===== src/rtl/mips_ctrl_pkg.sv =====
// rtl/mips_ctrl_pkg.sv - opcodes, state encoding, ALUOp codes and select encodings
package mips_ctrl_pkg;

  localparam logic [5:0] OP_R    = 6'h00;
  localparam logic [5:0] OP_J    = 6'h02;
  localparam logic [5:0] OP_JAL  = 6'h03;
  localparam logic [5:0] OP_BEQ  = 6'h04;
  localparam logic [5:0] OP_BNE  = 6'h05;
  localparam logic [5:0] OP_ADDI = 6'h08;
  localparam logic [5:0] OP_ANDI = 6'h0c;
  localparam logic [5:0] OP_ORI  = 6'h0d;
  localparam logic [5:0] OP_LUI  = 6'h0f;
  localparam logic [5:0] OP_LW   = 6'h23;
  localparam logic [5:0] OP_SW   = 6'h2b;
  localparam logic [5:0] FN_JR   = 6'h08;

  typedef enum logic [3:0] {
    S_FETCH  = 4'd0,  S_DECODE = 4'd1,  S_MEMADR = 4'd2,  S_MEMRD  = 4'd3,
    S_MEMWB  = 4'd4,  S_MEMWR  = 4'd5,  S_EXEC_R = 4'd6,  S_RWB    = 4'd7,
    S_EXEC_I = 4'd8,  S_IWB    = 4'd9,  S_BRANCH = 4'd10, S_JUMP   = 4'd11,
    S_JALS   = 4'd12, S_JR     = 4'd13, S_TRAP   = 4'd14, S_UNUSED = 4'd15
  } state_e;

  localparam logic [2:0] ALU_ADD   = 3'b010;
  localparam logic [2:0] ALU_SUB   = 3'b100;
  localparam logic [2:0] ALU_RTYPE = 3'b111;
  localparam logic [2:0] ALU_ADDI  = 3'b110;
  localparam logic [2:0] ALU_ANDI  = 3'b011;
  localparam logic [2:0] ALU_ORI   = 3'b101;
  localparam logic [2:0] ALU_LUI   = 3'b001;

  localparam logic [1:0] REGDST_RT = 2'b00;
  localparam logic [1:0] REGDST_RD = 2'b01;
  localparam logic [1:0] REGDST_RA = 2'b10;

  localparam logic [1:0] M2R_ALUOUT = 2'b00;
  localparam logic [1:0] M2R_MDR    = 2'b01;
  localparam logic [1:0] M2R_PC     = 2'b10;

  localparam logic [1:0] SRCB_B      = 2'b00;
  localparam logic [1:0] SRCB_FOUR   = 2'b01;
  localparam logic [1:0] SRCB_IMM    = 2'b10;
  localparam logic [1:0] SRCB_IMM_SH = 2'b11;

  localparam logic [1:0] PCSRC_ALU    = 2'b00;
  localparam logic [1:0] PCSRC_ALUOUT = 2'b01;
  localparam logic [1:0] PCSRC_JUMP   = 2'b10;
  localparam logic [1:0] PCSRC_RS     = 2'b11;

  typedef struct packed {
    logic       iord;
    logic       mem_read;
    logic       mem_write;
    logic       ir_write;
    logic       pc_write;
    logic       branch_eq;
    logic       branch_ne;
    logic       reg_write;
    logic       alu_src_a;
    logic [1:0] reg_dst;
    logic [1:0] mem_to_reg;
    logic [1:0] alu_src_b;
    logic [1:0] pc_source;
    logic [2:0] alu_op;
    logic       illegal_op;
  } ctrl_t;

  function automatic logic [2:0] itype_aluop(input logic [5:0] op);
    case (op)
      OP_ANDI: return ALU_ANDI;
      OP_ORI:  return ALU_ORI;
      OP_LUI:  return ALU_LUI;
      default: return ALU_ADDI;
    endcase
  endfunction

endpackage


===== src/rtl/mips_ctrl_if.sv =====
// rtl/mips_ctrl_if.sv - controller <-> datapath signal bundle
interface mips_ctrl_if #(parameter int ALUOP_W = 3);
  logic [5:0]         OP;
  logic [5:0]         Funct;
  logic               mem_ready;
  logic               IorD, MemRead, MemWrite, IRWrite, PCWrite;
  logic               BranchEQ, BranchNE, RegWrite, ALUSrcA;
  logic [1:0]         RegDst, MemtoReg, ALUSrcB, PCSource;
  logic [ALUOP_W-1:0] ALUOp;
  logic               illegal_op;
  logic [3:0]         state;

  modport master (
    input  OP, Funct, mem_ready,
    output IorD, MemRead, MemWrite, IRWrite, PCWrite, BranchEQ, BranchNE,
           RegWrite, ALUSrcA, RegDst, MemtoReg, ALUSrcB, PCSource, ALUOp,
           illegal_op, state
  );

  modport slave (
    output OP, Funct, mem_ready,
    input  IorD, MemRead, MemWrite, IRWrite, PCWrite, BranchEQ, BranchNE,
           RegWrite, ALUSrcA, RegDst, MemtoReg, ALUSrcB, PCSource, ALUOp,
           illegal_op, state
  );
endinterface


===== src/rtl/mips_ctrl_outdec.sv =====
// rtl/mips_ctrl_outdec.sv - state/opcode to control-word decoder
module mips_ctrl_outdec
  import mips_ctrl_pkg::*;
(
  input  state_e      state_i,
  input  logic [5:0]  op_i,
  input  logic        mem_ready_i,
  input  logic        kill_i,
  output ctrl_t       ctrl_o,
  output logic [3:0]  state_o
);

  ctrl_t ctrl_raw;

  always_comb begin
    ctrl_raw = '0;
    case (state_i)
      S_DECODE: begin
        ctrl_raw.alu_src_b = SRCB_IMM_SH;
        ctrl_raw.alu_op    = ALU_ADD;
      end
      S_MEMADR: begin
        ctrl_raw.alu_src_a = 1'b1;
        ctrl_raw.alu_src_b = SRCB_IMM;
        ctrl_raw.alu_op    = ALU_ADD;
      end
      S_MEMRD: begin
        ctrl_raw.iord     = 1'b1;
        ctrl_raw.mem_read = 1'b1;
      end
      S_MEMWB: begin
        ctrl_raw.reg_dst    = REGDST_RT;
        ctrl_raw.mem_to_reg = M2R_MDR;
        ctrl_raw.reg_write  = 1'b1;
      end
      S_MEMWR: begin
        ctrl_raw.iord      = 1'b1;
        ctrl_raw.mem_write = 1'b1;
      end
      S_EXEC_R: begin
        ctrl_raw.alu_src_a = 1'b1;
        ctrl_raw.alu_src_b = SRCB_B;
        ctrl_raw.alu_op    = ALU_RTYPE;
      end
      S_RWB: begin
        ctrl_raw.reg_dst    = REGDST_RD;
        ctrl_raw.mem_to_reg = M2R_ALUOUT;
        ctrl_raw.reg_write  = 1'b1;
      end
      S_EXEC_I: begin
        ctrl_raw.alu_src_a = 1'b1;
        ctrl_raw.alu_src_b = SRCB_IMM;
        ctrl_raw.alu_op    = itype_aluop(op_i);
      end
      S_IWB: begin
        ctrl_raw.reg_dst    = REGDST_RT;
        ctrl_raw.mem_to_reg = M2R_ALUOUT;
        ctrl_raw.reg_write  = 1'b1;
      end
      S_BRANCH: begin
        ctrl_raw.alu_src_a = 1'b1;
        ctrl_raw.alu_src_b = SRCB_B;
        ctrl_raw.alu_op    = ALU_SUB;
        ctrl_raw.pc_source = PCSRC_ALUOUT;
        ctrl_raw.branch_eq = (op_i == OP_BEQ);
        ctrl_raw.branch_ne = (op_i == OP_BNE);
      end
      S_JUMP: begin
        ctrl_raw.pc_source = PCSRC_JUMP;
        ctrl_raw.pc_write  = 1'b1;
      end
      // Links the PC already advanced to PC+4 during FETCH
      S_JALS: begin
        ctrl_raw.pc_source  = PCSRC_JUMP;
        ctrl_raw.pc_write   = 1'b1;
        ctrl_raw.reg_dst    = REGDST_RA;
        ctrl_raw.mem_to_reg = M2R_PC;
        ctrl_raw.reg_write  = 1'b1;
      end
      S_JR: begin
        ctrl_raw.pc_source = PCSRC_RS;
        ctrl_raw.pc_write  = 1'b1;
      end
      S_TRAP: ctrl_raw.illegal_op = 1'b1;
      default: begin
        ctrl_raw.mem_read  = 1'b1;
        ctrl_raw.alu_src_b = SRCB_FOUR;
        ctrl_raw.alu_op    = ALU_ADD;
        ctrl_raw.pc_source = PCSRC_ALU;
        ctrl_raw.ir_write  = mem_ready_i;
        ctrl_raw.pc_write  = mem_ready_i;
      end
    endcase
  end

  // Reset must silence every strobe in the same cycle, not at the next edge
  assign ctrl_o  = kill_i ? '0 : ctrl_raw;
  assign state_o = kill_i ? 4'd0 : state_i;

endmodule


===== src/rtl/multicycle_control.sv =====
// rtl/multicycle_control.sv - multicycle MIPS control FSM: state register and sequencing
module multicycle_control
  import mips_ctrl_pkg::*;
#(
  parameter int ALUOP_W         = 3,
  parameter int MEM_HANDSHAKE   = 1,
  parameter int TRAP_ON_ILLEGAL = 1
) (
  input  logic          clk,
  input  logic          reset,
  mips_ctrl_if.master   bus
);

  state_e state_q, state_d;
  logic   mem_rdy;
  ctrl_t  ctrl;

  assign mem_rdy = (MEM_HANDSHAKE != 0) ? bus.mem_ready : 1'b1;

  always_ff @(posedge clk or posedge reset) begin
    if (reset) state_q <= S_FETCH;
    else       state_q <= state_d;
  end

  always_comb begin
    state_d = state_q;
    case (state_q)
      S_FETCH:  if (mem_rdy) state_d = S_DECODE;
      S_DECODE: begin
        case (bus.OP)
          OP_LW, OP_SW:                     state_d = S_MEMADR;
          OP_R:                             state_d = (bus.Funct == FN_JR) ? S_JR : S_EXEC_R;
          OP_ADDI, OP_ANDI, OP_ORI, OP_LUI: state_d = S_EXEC_I;
          OP_BEQ, OP_BNE:                   state_d = S_BRANCH;
          OP_J:                             state_d = S_JUMP;
          OP_JAL:                           state_d = S_JALS;
          default: state_d = (TRAP_ON_ILLEGAL != 0) ? S_TRAP : S_FETCH;
        endcase
      end
      S_MEMADR: state_d = (bus.OP == OP_SW) ? S_MEMWR : S_MEMRD;
      S_MEMRD:  if (mem_rdy) state_d = S_MEMWB;
      S_MEMWR:  if (mem_rdy) state_d = S_FETCH;
      S_EXEC_R: state_d = S_RWB;
      S_EXEC_I: state_d = S_IWB;
      S_TRAP:   state_d = S_TRAP;
      default:  state_d = S_FETCH;
    endcase
  end

  mips_ctrl_outdec u_outdec (
    .state_i     (state_q),
    .op_i        (bus.OP),
    .mem_ready_i (mem_rdy),
    .kill_i      (reset),
    .ctrl_o      (ctrl),
    .state_o     (bus.state)
  );

  assign bus.IorD       = ctrl.iord;
  assign bus.MemRead    = ctrl.mem_read;
  assign bus.MemWrite   = ctrl.mem_write;
  assign bus.IRWrite    = ctrl.ir_write;
  assign bus.PCWrite    = ctrl.pc_write;
  assign bus.BranchEQ   = ctrl.branch_eq;
  assign bus.BranchNE   = ctrl.branch_ne;
  assign bus.RegWrite   = ctrl.reg_write;
  assign bus.ALUSrcA    = ctrl.alu_src_a;
  assign bus.RegDst     = ctrl.reg_dst;
  assign bus.MemtoReg   = ctrl.mem_to_reg;
  assign bus.ALUSrcB    = ctrl.alu_src_b;
  assign bus.PCSource   = ctrl.pc_source;
  assign bus.ALUOp      = ALUOP_W'(ctrl.alu_op);
  assign bus.illegal_op = ctrl.illegal_op;

endmodule


===== src/flat_wrapper.sv =====
// flat-port wrapper written by rule: the top's interface ports become plain ports
module multicycle_control_flat import mips_ctrl_pkg::*;
#(
  parameter int ALUOP_W         = 3,
  parameter int MEM_HANDSHAKE   = 1,
  parameter int TRAP_ON_ILLEGAL = 1
)
  (clk, reset, bus_OP, bus_Funct, bus_mem_ready, bus_IorD, bus_MemRead, bus_MemWrite, bus_IRWrite, bus_PCWrite, bus_BranchEQ, bus_BranchNE, bus_RegWrite, bus_ALUSrcA, bus_RegDst, bus_MemtoReg, bus_ALUSrcB, bus_PCSource, bus_ALUOp, bus_illegal_op, bus_state);
  mips_ctrl_if #(.ALUOP_W(ALUOP_W)) bus_i ();
  input  logic clk;
  input  logic reset;
  input wire logic [$bits(bus_i.OP)-1:0] bus_OP;
  input wire logic [$bits(bus_i.Funct)-1:0] bus_Funct;
  input wire logic [$bits(bus_i.mem_ready)-1:0] bus_mem_ready;
  output wire logic [$bits(bus_i.IorD)-1:0] bus_IorD;
  output wire logic [$bits(bus_i.MemRead)-1:0] bus_MemRead;
  output wire logic [$bits(bus_i.MemWrite)-1:0] bus_MemWrite;
  output wire logic [$bits(bus_i.IRWrite)-1:0] bus_IRWrite;
  output wire logic [$bits(bus_i.PCWrite)-1:0] bus_PCWrite;
  output wire logic [$bits(bus_i.BranchEQ)-1:0] bus_BranchEQ;
  output wire logic [$bits(bus_i.BranchNE)-1:0] bus_BranchNE;
  output wire logic [$bits(bus_i.RegWrite)-1:0] bus_RegWrite;
  output wire logic [$bits(bus_i.ALUSrcA)-1:0] bus_ALUSrcA;
  output wire logic [$bits(bus_i.RegDst)-1:0] bus_RegDst;
  output wire logic [$bits(bus_i.MemtoReg)-1:0] bus_MemtoReg;
  output wire logic [$bits(bus_i.ALUSrcB)-1:0] bus_ALUSrcB;
  output wire logic [$bits(bus_i.PCSource)-1:0] bus_PCSource;
  output wire logic [$bits(bus_i.ALUOp)-1:0] bus_ALUOp;
  output wire logic [$bits(bus_i.illegal_op)-1:0] bus_illegal_op;
  output wire logic [$bits(bus_i.state)-1:0] bus_state;
  assign bus_i.OP = bus_OP;
  assign bus_i.Funct = bus_Funct;
  assign bus_i.mem_ready = bus_mem_ready;
  assign bus_IorD = bus_i.IorD;
  assign bus_MemRead = bus_i.MemRead;
  assign bus_MemWrite = bus_i.MemWrite;
  assign bus_IRWrite = bus_i.IRWrite;
  assign bus_PCWrite = bus_i.PCWrite;
  assign bus_BranchEQ = bus_i.BranchEQ;
  assign bus_BranchNE = bus_i.BranchNE;
  assign bus_RegWrite = bus_i.RegWrite;
  assign bus_ALUSrcA = bus_i.ALUSrcA;
  assign bus_RegDst = bus_i.RegDst;
  assign bus_MemtoReg = bus_i.MemtoReg;
  assign bus_ALUSrcB = bus_i.ALUSrcB;
  assign bus_PCSource = bus_i.PCSource;
  assign bus_ALUOp = bus_i.ALUOp;
  assign bus_illegal_op = bus_i.illegal_op;
  assign bus_state = bus_i.state;
  multicycle_control #(.ALUOP_W(ALUOP_W), .MEM_HANDSHAKE(MEM_HANDSHAKE), .TRAP_ON_ILLEGAL(TRAP_ON_ILLEGAL)) u_core (.clk(clk), .reset(reset), .bus(bus_i));
endmodule

===== config.mk =====
export PLATFORM = sky130hd
export DESIGN_NAME = multicycle_control_flat
export DESIGN_NICKNAME = d
export VERILOG_FILES = /design/src/rtl/mips_ctrl_pkg.sv /design/src/rtl/mips_ctrl_if.sv /design/src/rtl/mips_ctrl_outdec.sv /design/src/rtl/multicycle_control.sv /design/src/flat_wrapper.sv
export SDC_FILE = /design/constraint.sdc
export NUM_CORES = 1
export LEC_CHECK = 0
export BUFFER_PORTS_ARGS = -buffer_cell sky130_fd_sc_hd__buf_2
export CAP_MARGIN = 20
export CORE_MARGIN = 2
export CORE_UTILIZATION = 46
export DETAILED_ROUTE_END_ITERATION = 10
export GPL_ROUTABILITY_DRIVEN = 0
export PLACE_DENSITY_LB_ADDON = 0.08
export SYNTH_ARGS = -nofsm -noshare
export SYNTH_HDL_FRONTEND = slang
export SYNTH_HIERARCHICAL = 1
export SYNTH_SLANG_ARGS = --single-unit
export TNS_END_PERCENT = 100

===== constraint.sdc =====
create_clock -name clk -period 2.4 [get_ports clk]
set_clock_uncertainty 0.1 [all_clocks]
set_input_delay 0.48 -clock clk [delete_from_list [all_inputs] [get_ports clk]]
set_output_delay 0.48 -clock clk [all_outputs]
set_load 0.005 [all_outputs]

==> flow_metrics.env <==
export IMPL_seqCellArea_um2=100
export IMPL_largest_register="u_core/state_q"
export IMPL_fillers=171
export IMPL_ys_seq_area_frac=0.118
export IMPL_status="finished clean"
export IMPL_ir_drop_mv=0.617
export IMPL_reg2reg_to="u_core/state_q[0]"
export IMPL_rows=15
export IMPL_avgSynthCellArea_um2=7.12
export IMPL_synth_fa_ha_area_frac=0
export IMPL_multiInputGateArea_um2=679
export IMPL_die_x_um=46.9
export IMPL_grt_pass1_vias=812
export IMPL_cts_resized=0
export IMPL_vias=1035
export IMPL_ys_types=50
export IMPL_clock_sinks=4
export IMPL_h_tree_depth=1
export IMPL_clk_pin_slew_ns=0.04
export IMPL_first_pass_iters=4
export IMPL_ff2ff_path_depth=4
export IMPL_core_area_mm2=0.00173
export IMPL_grt_pass1_wl_mm=3.48
export IMPL_ys_ff_latch=4
export IMPL_root_buffer="clkbuf_4"
export IMPL_cap_violations=0
export IMPL_drtIter0Drc=43
export IMPL_tightestPinTransition_ns=0.373
export IMPL_reg2reg_setup_slack_ns=0.45
export IMPL_crit_fanout=13
export IMPL_wl_met2_mm=1.20
export IMPL_wl_mm=2.27
export IMPL_finalCriticalPeriod_ns=2.24
export IMPL_io_pins=40
export IMPL_synth_top_family_by_area="simple AND/OR/NAND/NOR gates"
export IMPL_top_regs="u_core/state_q x4"
export IMPL_required_ns=1.82
export IMPL_cts_made_buffers=3
export IMPL_hold_viol=0
export IMPL_crit_arrival_ns=1.66
export IMPL_drt_wirelength_per_cell_um=12.5
export IMPL_m1WireLength_um=984
export IMPL_path_cells="buf_4 -> nor4_1 -> nor2b_1 -> o21bai_1 -> buf_2"
export IMPL_rsz0062_at_grt="no"
export IMPL_slew_violations=0
export IMPL_finalSetupTns_ns=0
export IMPL_die_y_um=46.9
export IMPL_power_density_mw_per_mm2=876
export IMPL_max_freq_mhz=446
export IMPL_syn_inst=119
export IMPL_ys_warn_count=6
export IMPL_slowest_stage="dfrtp_1"
export IMPL_place_ws_ns=0.321
export IMPL_finalNetCount=174
export IMPL_netlist_area_leader_share=0.118
export IMPL_top_layer="met3"
export IMPL_final_setup_worst_slack_ns=0.157
export IMPL_cp_end_kind="output port"
export IMPL_slew_headroom=0.748
export IMPL_synth_simple_area_share=0.452
export IMPL_routed_via_density=5.69
export IMPL_finalCritPeriodShare=0.935
export IMPL_netlist_area_um2=847
export IMPL_p_leak_nw=0.529
export IMPL_synth_compound_area_share=0.297
export IMPL_synth_area_leaders="dfrtp_1 (12%), nor2_1 (7.1%), nor2b_1 (5.2%)"
export IMPL_ant_nets=0
export IMPL_async_flop_share=1.00
export IMPL_start_util=0.491
export IMPL_final_util=0.628
export IMPL_yosys_area_share_xor_xnor=0.0414
export IMPL_drive_gt1_frac=0.338
export IMPL_slowest_delay_ns=0.47
export IMPL_grtUsageTotal=0.217
export IMPL_hold_buffers=0
export IMPL_r2r_start="u_core/state_q[1]"
export IMPL_grt_start_max_net_pins=19
export IMPL_largest_register_ffs=4
export IMPL_port_buffers=39
export IMPL_synth_edf_count=0
export IMPL_clockBufferDepth=2
export IMPL_synth_top_flop_cell="dfrtp_1"
export IMPL_wl_met3_um=83
export IMPL_synthToLayoutAreaGrowth_pct=28.1
export IMPL_setup_viol=0
export IMPL_synth_mux_area_frac=0.0118
export IMPL_cts_setup_buffers=0
export IMPL_synth_nets=134
export IMPL_grt_ovfl_total=0
export IMPL_hold_path_class="input pin to async pin"
export IMPL_drc=0
export IMPL_crit_type="flop to output port"
export IMPL_hpwl_mm=1.71
export IMPL_clock_latency_ns=0.23
export IMPL_die_area_mm2=0.00220
export IMPL_start_kind="flop"
export IMPL_cts_tree="done"
export IMPL_antenna_cells=0
export IMPL_antenna_found_initial=0
export IMPL_synth_top_area_cell="dfrtp_1"
[where the power goes]
part           internal (mW)  switching [mW]
combinational          0.336           0.375
clock                 0.0559          0.0265
sequential            0.0976          0.0591
total                  0.489           0.461
[worst max-delay path, delay by kind of cell, from the launching register on]
family	cells	cell delay (ns)
and+or+nand+nor	2	0.48
DFF	1	0.47
buffers and inverters	2	0.35
AOI/OAI and AO/OA	1	0.12
[per-stage QoR]
stage                     cell area [um^2]  total power [mW]  hold slack (ns)  cells
after floorplan                        847             0.666            0.146    119
after global placement                1060             0.849            0.394    179
after detailed placement              1060             0.866            0.404    179
after CTS                             1080             0.954            0.147    182
after global routing                  1080              1.05            0.180    182
final                                 1080             0.950            0.148    182
[worst max-delay path by stage]
stage                            startpoint           endpoint  slack [ns]
final                     u_core/state_q[3]        bus_PCWrite        0.16
after global routing      u_core/state_q[3]        bus_PCWrite        0.08
after CTS                 u_core/state_q[3]        bus_PCWrite        0.14
after detailed placement          bus_OP[1]  u_core/state_q[1]        0.32
after global placement            bus_OP[1]  u_core/state_q[1]        0.36
after floorplan                   bus_OP[2]  u_core/state_q[1]        0.54
[kinds of logic after synthesis]
| family | count (synthesis) |
|---|---|
| flops | 4 |
| xor+xnor | 4 |
| compound gates | 34 |
| buf+inv | 14 |
| simple gates | 62 |
| mux | 1 |
[per-layer routing]
metal / vias to the layer above / track usage
met2: 28 / 0.405
li1: 523 / -
met4: 0 / 0.0833
met1: 484 / 0.258
met5: - / 0
met3: 0 / 0.0115
[area by class of cell]
class,count,share of cell area
Clock buffer,3,0.0208
Inverter,5,0.0173
Multi-Input combinational cell,101,0.626
Sequential cell,4,0.0923
Tap cell,25,0.0288
Timing Repair Buffer,44,0.215
[synthesized netlist by cell type (2+ instances only)]
cell type,number
inv_1,5
nand2b_1,4
a22oi_1,2
nor2_1,16
buf_4,3
buf_2,3
dfrtp_1,4
nor3_1,7
or4_1,3
and3_1,2
xor2_1,3
nand2_1,5
and2b_1,2
nor3b_1,2
nor2b_1,7
a211oi_1,2
a31oi_1,2
o21ai_0,5
clkbuf_1,3
a211o_1,2
nor4b_1,2
o21bai_1,3
o31ai_1,2
a21oi_1,4
[cell usage in the layout, fill, tap and decap left out, types with 2 or more instances in the layout]
| master | netlist | layout |
|---|---|---|
| nor3b_1 | 2 | 2 |
| buf_4 | 3 | 5 |
| xor2_1 | 3 | 3 |
| nor2b_1 | 7 | 7 |
| inv_1 | 5 | 5 |
| o21ai_0 | 5 | 5 |
| or4_1 | 3 | 3 |
| o21bai_1 | 3 | 3 |
| a22oi_1 | 2 | 2 |
| and2b_1 | 2 | 2 |
| o31ai_1 | 2 | 2 |
| dfrtp_1 | 4 | 4 |
| a211o_1 | 2 | 2 |
| nor2_1 | 16 | 16 |
| buf_2 | 3 | 39 |
| a21oi_1 | 4 | 4 |
| nor4b_1 | 2 | 2 |
| a31oi_1 | 2 | 2 |
| and3_1 | 2 | 2 |
| nand2_1 | 5 | 5 |
| clkbuf_4 | 0 | 3 |
| nand2b_1 | 4 | 4 |
| a211oi_1 | 2 | 2 |
| nor3_1 | 7 | 7 |
Power figures use the tool's default switching activity.
